## src/rtl/ellipse_program_sequencer.sv

```systemverilog
// rtl/ellipse_program_sequencer.sv - frame-synchronous ellipse renderer programming sequencer
// Optional ELLIPSE_SEQ_SKIP_UNCHANGED_EN: emit beats only for registers whose value changed.
module ellipse_program_sequencer #(
  parameter int X_W = 11,
  parameter int Y_W = 12,
  parameter int D_W = 32
) (
  input  logic           clk,
  input  logic           rst_n,
  input  logic           cfg_valid,
  output logic           cfg_ready,
  input  logic [X_W-1:0] cfg_x_coord,
  input  logic [Y_W-1:0] cfg_y_coord,
  input  logic [X_W-1:0] cfg_width_rad,
  input  logic [Y_W-1:0] cfg_height_rad,
  input  logic [D_W-1:0] cfg_color,
  input  logic           pix_valid,
  output logic           pix_ready,
  input  logic           pix_sof,
  input  logic [X_W-1:0] pix_x,
  input  logic [Y_W-1:0] pix_y,
  input  logic [D_W-1:0] pix_data,
  output logic           out_valid,
  output logic           program_out,
  output logic [X_W-1:0] x_out,
  output logic [Y_W-1:0] y_out,
  output logic [D_W-1:0] data_out,
  output logic           busy
);

  typedef enum logic [1:0] {IDLE, WAIT_FRAME, PROG} state_t;

  state_t         state, state_nxt;
  logic [2:0]     reg_idx, reg_idx_nxt, emit_idx;
  logic           beat_emit, pix_accept, sof_seen;
  logic [X_W-1:0] x_coord_q, width_rad_q;
  logic [Y_W-1:0] y_coord_q, height_rad_q;
  logic [D_W-1:0] color_q;
  logic [D_W-1:0] field [5];
  logic [D_W-1:0] emit_val;

  assign field[0]   = D_W'(x_coord_q);
  assign field[1]   = D_W'(y_coord_q);
  assign field[2]   = D_W'(width_rad_q);
  assign field[3]   = D_W'(height_rad_q);
  assign field[4]   = color_q;

  assign cfg_ready  = (state == IDLE);
  assign busy       = (state != IDLE);
  assign sof_seen   = pix_valid & pix_sof;
  assign pix_accept = pix_valid & pix_ready;

  always_comb begin
    emit_val = '0;
    case (emit_idx)
      3'd0:    emit_val = field[0];
      3'd1:    emit_val = field[1];
      3'd2:    emit_val = field[2];
      3'd3:    emit_val = field[3];
      3'd4:    emit_val = field[4];
      default: emit_val = '0;
    endcase
  end

`ifdef ELLIPSE_SEQ_SKIP_UNCHANGED_EN
  logic [D_W-1:0] shadow [5];
  logic [4:0]     diff;
  logic           first_found, next_found;
  logic [2:0]     first_idx, next_idx;

  always_comb begin
    diff = '0;
    for (int i = 0; i < 5; i++) diff[i] = (field[i] != shadow[i]);
  end

  always_comb begin
    first_found = 1'b0;
    first_idx   = 3'd0;
    for (int i = 4; i >= 0; i--) begin
      if (diff[i]) begin
        first_found = 1'b1;
        first_idx   = 3'(i);
      end
    end
  end

  assign emit_idx = (state == PROG) ? reg_idx : first_idx;

  // Next changed register strictly above the one going out this cycle.
  always_comb begin
    next_found = 1'b0;
    next_idx   = 3'd0;
    for (int i = 4; i >= 0; i--) begin
      if (diff[i] && (3'(i) > emit_idx)) begin
        next_found = 1'b1;
        next_idx   = 3'(i);
      end
    end
  end

  // Shadow reset values mirror the renderer's own power-on register contents.
  always_ff @(posedge clk or negedge rst_n) begin
    if (!rst_n) begin
      for (int i = 0; i < 4; i++) shadow[i] <= '0;
      shadow[4] <= '1;
    end else begin
      for (int i = 0; i < 5; i++) begin
        if (beat_emit && (emit_idx == 3'(i))) shadow[i] <= field[i];
      end
    end
  end
`else
  assign emit_idx = (state == PROG) ? reg_idx : 3'd0;
`endif

  // The SOF cycle itself carries the first beat, so stall length equals beat count.
  always_comb begin
    state_nxt   = state;
    reg_idx_nxt = reg_idx;
    pix_ready   = 1'b0;
    beat_emit   = 1'b0;
    case (state)
      IDLE: begin
        pix_ready = 1'b1;
        if (cfg_valid) state_nxt = WAIT_FRAME;
      end
      WAIT_FRAME: begin
        pix_ready = !sof_seen;
        if (sof_seen) begin
`ifdef ELLIPSE_SEQ_SKIP_UNCHANGED_EN
          if (!first_found) begin
            pix_ready = 1'b1;
            state_nxt = IDLE;
          end else begin
            beat_emit = 1'b1;
            if (next_found) begin
              state_nxt   = PROG;
              reg_idx_nxt = next_idx;
            end else begin
              state_nxt   = IDLE;
            end
          end
`else
          beat_emit   = 1'b1;
          state_nxt   = PROG;
          reg_idx_nxt = 3'd1;
`endif
        end
      end
      PROG: begin
        beat_emit = 1'b1;
`ifdef ELLIPSE_SEQ_SKIP_UNCHANGED_EN
        if (next_found) begin
          reg_idx_nxt = next_idx;
        end else begin
          state_nxt   = IDLE;
          reg_idx_nxt = 3'd0;
        end
`else
        if (reg_idx == 3'd4) begin
          state_nxt   = IDLE;
          reg_idx_nxt = 3'd0;
        end else begin
          reg_idx_nxt = reg_idx + 3'd1;
        end
`endif
      end
      default: state_nxt = IDLE;
    endcase
  end

  always_ff @(posedge clk or negedge rst_n) begin
    if (!rst_n) begin
      state        <= IDLE;
      reg_idx      <= 3'd0;
      x_coord_q    <= '0;
      y_coord_q    <= '0;
      width_rad_q  <= '0;
      height_rad_q <= '0;
      color_q      <= '0;
    end else begin
      state   <= state_nxt;
      reg_idx <= reg_idx_nxt;
      if (cfg_valid && cfg_ready) begin
        x_coord_q    <= cfg_x_coord;
        y_coord_q    <= cfg_y_coord;
        width_rad_q  <= cfg_width_rad;
        height_rad_q <= cfg_height_rad;
        color_q      <= cfg_color;
      end
    end
  end

  always_ff @(posedge clk or negedge rst_n) begin
    if (!rst_n) begin
      out_valid   <= 1'b0;
      program_out <= 1'b0;
      x_out       <= '0;
      y_out       <= '0;
      data_out    <= '0;
    end else begin
      out_valid   <= pix_accept | beat_emit;
      program_out <= beat_emit;
      if (beat_emit) begin
        x_out    <= '0;
        y_out    <= Y_W'(emit_idx);
        data_out <= emit_val;
      end else if (pix_accept) begin
        x_out    <= pix_x;
        y_out    <= pix_y;
        data_out <= pix_data;
      end
    end
  end

endmodule
```

## config.mk

```make
export PLATFORM = sky130hd
export DESIGN_NAME = ellipse_program_sequencer
export DESIGN_NICKNAME = d
export VERILOG_FILES = /design/src/rtl/ellipse_program_sequencer.sv
export SDC_FILE = /design/constraint.sdc
export NUM_CORES = 1
export LEC_CHECK = 0
export ABC_AREA = 1
export CORE_UTILIZATION = 30
export CTS_CLUSTER_DIAMETER = 40
export DETAILED_ROUTE_END_ITERATION = 6
export HOLD_SLACK_MARGIN = 0.05
export PLACE_DENSITY = 0.59
export SYNTH_ARGS = -nofsm -noshare
export SYNTH_HDL_FRONTEND = slang
export SYNTH_SLANG_ARGS = --single-unit
export TNS_END_PERCENT = 50
```

## constraint.sdc

```tcl
create_clock -name clk -period 1.7 [get_ports clk]
set_input_delay 0.51 -clock clk [delete_from_list [all_inputs] [get_ports clk]]
set_output_delay 0.51 -clock clk [all_outputs]
set_load 0.1 [all_outputs]
```

[Yosys cells after proc, flatten, opt, wreduce, memory -nomap -nowiden]
Index checks and enable logic that the tools add are counted.
Word-level totals
  output and inout port bits: 60
  register bits after elaboration: 140
  input port bits: 138
  logic and storage cells: 53
Cells by class
  add/subtract/negate cells: 1
  reductions and logical operators: 9
  equality and inequality tests: 10
  multiplexer cells: 18
  bitwise operators: 3
Operators with widths (number)
  case mux 32 bit (5 select lines): 1
  two-way mux 32 bit: 2
  two-way mux 12 bit: 2
  two-way mux 11 bit: 2
  two-way mux 3 bit: 3
  equality test 3 x 2 -> 1 bit, second input constant: 2
  equality test 3 bit, second input constant: 2
  two-way mux 2 bit: 3
  case mux 2 bit (3 select lines): 1
  case mux 3 bit (2 select lines): 1
  nonzero test 2 bit: 3
  != test 2 bit, second input constant: 2
  case mux 1 bit (2 select lines): 2
  adder 3 x 1 -> 3 bit, second input constant: 1
  equality test 3 x 1 -> 1 bit, second input constant: 1
  logical NOT 3 bit: 1
  AND reduction 3 bit: 1
  AND 1 bit: 2
  equality test 2 x 1 -> 1 bit, second input constant: 1
  equality test 2 bit, second input constant: 1
  logical NOT 2 bit: 1
  != test 2 x 1 -> 1 bit, second input constant: 1
  AND reduction 2 bit: 1
  logical AND 1 bit: 1
  3 further kinds: 3

[Longest topological paths before layout]
Gate-level depths: netlist (run 1).
  depth after elaboration: 6
  gate-level depth with buffers: 9
  depth with buffers taken out: 9

[Worst setup path after synthesis (run 1)]
Ideal clock, no wire load.
  path type: reg2out
  from: reg state[1]
  to: out pix_ready
  buffers on the path: 0
  data arrival time: 2918 ps
  stages on the path, launching flop included: 5
  setup slack: -1728 ps
  required time: 1190 ps
  cell sequence: dfrtp_1 > inv_1 > ha_1 > inv_1 > nand2_1
Between the ends
  longest elaborated chain between the ends: 2
  elaborated cells between the ends (all ways): 3
  those cells by class: 1 x eq/ne; 1 x mux; 1 x reduce/logical
Ends and longest elaborated chain
  start: declaration: RTL line 33  | state_t state, state_nxt;
  start signal: assignment: RTL line 182  | state <= state_nxt;
  logical NOT 2 bit
  net cfg_ready: RTL line 11  | output logic cfg_ready,
  case mux 1 bit (2 select lines): RTL line 122  | case (state)
  end: declaration: RTL line 18  | output logic pix_ready,
The timed path passes the listed nets, and every way through them passes these cells.

[Final worst setup path (run 1)]
  from: reg state[0]
  to: out pix_ready
Between the ends
  longest elaborated chain between the ends: 2
  elaborated cells between the ends (all ways): 3
  those cells by class: 1 x eq/ne; 1 x mux; 1 x reduce/logical
Ends and longest elaborated chain (RTL line)
  equality test 2 x 1 -> 1 bit / logical NOT 2 bit (equally long branches): 122
  case mux 1 bit (2 select lines) *: 122
Every way passes the cells marked *; elsewhere a longest branch is shown, timed or not.

==> impl_metrics.py, run 1 <==
metrics = {
    "critical_path": {
        "crit_path_start_kind": "flip-flop",
        "critical_path_class": "flip-flop to output port",
        "worst_ep_required_time_ns": 1.19,
        "timing.critical_path.from": "state[0]",
        "cp.arrival_ns": 1.59,
        "worst_r2r_startpoint": "state[0]",
        "endpoint_kind_of_the_worst_setup_timing_path": "output port",
        "critical_path_fanouts_max": 4,
    },
    "drt": {
        "detail_route_antenna_nets": 0,
        "drt_iter0_drc": 227,
        "1st_pass_router_iterations": 4,
        "route.detailed.wl_per_inst_um": 17.24,
        "number_of_remaining_drc_errors": 0,
        "routed_wire_length_um": 19080,
        "vias": 5207,
        "post_drt_via_cell_ratio": 4.704,
    },
    "clocking": {
        "clkTransAtPathRegs_ns": 0.05,
        "cts_tree": "yes",
        "cts_max_level": 4,
        "cts.path.max_buffers": 2,
        "clock_latency_ns": 0.41,
        "cts_buffers": 17,
        "cts.root.buffer_cell": "sky130_fd_sc_hd__clkbuf_16",
        "cts_num_sinks": 140,
    },
    "timing": {
        "timing.final.max_slew_violations": 0,
        "rsz0062_at_grt": "true",
        "maxClockFrequency_mhz": 476.0,
        "setup_viol": 89,
        "fin_hold_ws_ns": 0.5039,
        "min_period_over_period_pct": 123.6,
        "layout_min_cycle_time_ns": 2.101,
        "worst_slew_margin_rel_pct": 61.51,
        "final_hold_violation_count": 0,
        "clock_skew_ns": 0.007066,
        "max_slew.worst_pin.slew_ns": 0.5756,
        "finalWorstSetupSlack_ns": -0.4007,
    },
    "finish": {
        "mostFrequentLayoutCells": "sky130_fd_sc_hd__dfrtp_1 (140), sky130_fd_sc_hd__clkdlybuf4s50_1 (136), sky130_fd_sc_hd__nand2_1 (89)",
        "insertedDiodeCount": 0,
        "design.final.nets": 969,
        "post-route-cell-area_mm2": 0.01048,
        "fillerInstances": 1761,
        "syn_to_final_growth_pct": 70.27,
        "commonest_non_fill_non_tap_cell_in_the_layout": "sky130_fd_sc_hd__dfrtp_1",
        "drive_gt1_share_pct": 30.11,
    },
    "synthesis": {
        "synth_area_leaders": "sky130_fd_sc_hd__dfrtp_1 (57%), sky130_fd_sc_hd__mux2_2 (14%), sky130_fd_sc_hd__a21oi_1 (5.9%)",
        "postSynthAreaPerCell_um2": 10.46,
        "yosys.area.top_type": "sky130_fd_sc_hd__dfrtp_1",
        "synth_top_area_share_pct": 56.93,
        "synth_cells": 588,
        "mappedNetlistArea_mm2": 0.006153,
        "synth.ff_latch_count": 140,
        "net_count_after_synthesis": 731,
        "yosys_cell_types": 22,
        "synth_warnings": 0,
        "synth.yosys.seq_area_share_pct": 56.93,
    },
    "outcome": {
        "violations": "negative setup slack",
        "outcome": "finished, violations left",
    },
    "power": {
        "p_per_area_mw_per_mm2": 2454,
        "max-vdd-ir-drop_mv": 1.730,
        "static-leakage-power_nw": 4.602,
    },
    "grt": {
        "antenna_found_initial": 1,
        "gr-usage-all-layers_pct": 17.84,
        "gr-total-overflow": 0,
        "grt_first_pass_wirelength_um": 29080,
        "grt_max_degree": 34,
        "grt_pass1_vias": 5354,
    },
    "die": {
        "std_cell_rows": 52,
        "start_util_pct": 30.51,
        "core_area_mm2": 0.02017,
        "fp.dieArea_mm2": 0.02109,
        "die_w_um": 145.2,
        "total_i_o_pin_count": 198,
        "fp.dieH_um": 145.2,
    },
    "run": {
        "maxCapViolCount": 0,
    },
    "hold_path": {
        "holdCritPathClass": "flip-flop to flip-flop",
        "hold_path.startpoint": "y_coord_q[3]",
    },
    "placed_design": {
        "dp.final_hpwl_um": 13020,
        "port-buffer-count": 197,
        "placement.cell_area_mm2": 0.009464,
        "routabilityCongestion": 0.7935,
    },
}
==> worst max-delay path, stage by stage (launching register included) <==
cell	delay (ns)
sky130_fd_sc_hd__dfrtp_1	0.42
sky130_fd_sc_hd__inv_2	0.09
sky130_fd_sc_hd__buf_6	0.10
sky130_fd_sc_hd__ha_4	0.14
sky130_fd_sc_hd__clkinvlp_4	0.17
sky130_fd_sc_hd__nand2_8	0.10
sky130_fd_sc_hd__buf_12	0.17
==> kinds of logic (layout without fill, tap and decap cells) <==
family	after synthesis	in the layout	share of synthesized area (%)
mux	78	78	14.27
flops	140	140	56.93
xor+xnor	1	1	0.1424
simple gates	222	223	15.98
buf+inv	53	301	3.802
compound gates	89	89	7.849
fa+ha+maj	5	5	1.017
==> final timing paths <==
check / end / depth (start not counted) / slack (ns)
max: pix_ready / 6 / -0.40
min: y_coord_q[3] / 1 / 0.50
max reg2reg: data_out[11] / 13 / -0.26
min reg2reg: y_coord_q[3] / 1 / 0.50
max in group asynchronous: data_out[31] / 3 / 0.61
min in group asynchronous: width_rad_q[7] / 2 / 0.55
==> through the flow <==
stage | utilization, % | setup TNS (ns) | instances | total power [mW] | setup slack [ns]
after floorplan | - | -3.064 | 588 | 15.09 | -0.5894
after global placement | 46.92 | -26.45 | 1061 | 20.98 | -0.2847
after detailed placement | 46.92 | -27.07 | 1061 | 21.15 | -0.3072
after CTS | 50.52 | -6.138 | 1098 | 25.28 | -0.3908
after global routing | 51.95 | -18.48 | 1107 | 26.94 | -0.4657
final | 51.95 | -10.11 | 1107 | 25.71 | -0.4007
==> area by class of cell <==
class / count / area (um^2) / area share (%)
clock buffer: 20 / 446.7 / 4.263
timing repair buffer: 259 / 3392 / 32.37
multi-input combinational: 396 / 2582 / 24.65
clock inverter: 10 / 166.4 / 1.588
inverter: 12 / 48.80 / 0.4657
tap: 270 / 337.8 / 3.224
sequential: 140 / 3503 / 33.44
==> layer usage <==
layer | wire (um) | track usage, % | vias up
li1 | - | - | 2519
met1 | 8738 | 22.87 | 2533
met2 | 9102 | 29.16 | 135
met3 | 949 | 4.560 | 18
met4 | 275 | 6.105 | 2
met5 | 17 | 0 | -
==> cells in the mapped netlist <==
library cell / instances
sky130_fd_sc_hd__o221ai_1: 1
sky130_fd_sc_hd__nand3_1: 65
sky130_fd_sc_hd__o21ai_0: 2
sky130_fd_sc_hd__ha_1: 5
sky130_fd_sc_hd__clkbuf_1: 11
sky130_fd_sc_hd__nor3_1: 1
sky130_fd_sc_hd__mux2_2: 78
sky130_fd_sc_hd__inv_2: 1
sky130_fd_sc_hd__nand4_1: 22
sky130_fd_sc_hd__buf_1: 2
sky130_fd_sc_hd__xnor2_1: 1
sky130_fd_sc_hd__o21ai_1: 1
sky130_fd_sc_hd__nor2_1: 37
sky130_fd_sc_hd__nand2_1: 95
sky130_fd_sc_hd__dfrtp_1: 140
sky130_fd_sc_hd__buf_2: 28
sky130_fd_sc_hd__a21oi_1: 72
sky130_fd_sc_hd__nor3_2: 2
sky130_fd_sc_hd__inv_1: 11
sky130_fd_sc_hd__o21bai_1: 11
sky130_fd_sc_hd__o41ai_1: 1
sky130_fd_sc_hd__a211oi_1: 1
==> timing repair <==
| action | in CTS | in global routing |
|---|---|---|
| hold buffers | 1 | 0 |
| endpoints found under the hold margin | 26 | 0 |
| resized for setup | 17 | 22 |
| setup endpoints to repair | 15 | 139 |
| pin swaps | 1 | 1 |
| cloned | 1 | 8 |
| buffers inserted | 5 | 3 |
==> power by group <==
| group | switching, mW | leakage [nW] | total (mW) | internal (mW) |
|---|---|---|---|---|
| registers | 1.30 | 1.65 | 6.36 | 5.05 |
| logic | 9.15 | 2.66 | 15.5 | 6.32 |
| clock network | 1.39 | 0.293 | 3.88 | 2.48 |
| total | 11.8 | 4.60 | 25.7 | 13.9 |
==> registers in the layout, indices dropped and copies added (netlist names), 3 cells and up <==
register / count
color_q: 32
data_out: 32
height_rad_q: 12
reg_idx: 3
width_rad_q: 11
x_coord_q: 11
x_out: 11
y_coord_q: 12
y_out: 12
No activity file was read; power rests on OpenSTA's default activity.
==> run 2, diff against run 1 <==
Settings changed: GPL_ROUTABILITY_DRIVEN set to 0.
==> results of run 2 <==
Same layout as run 1: the final DEF is identical, and so are final timing and power.
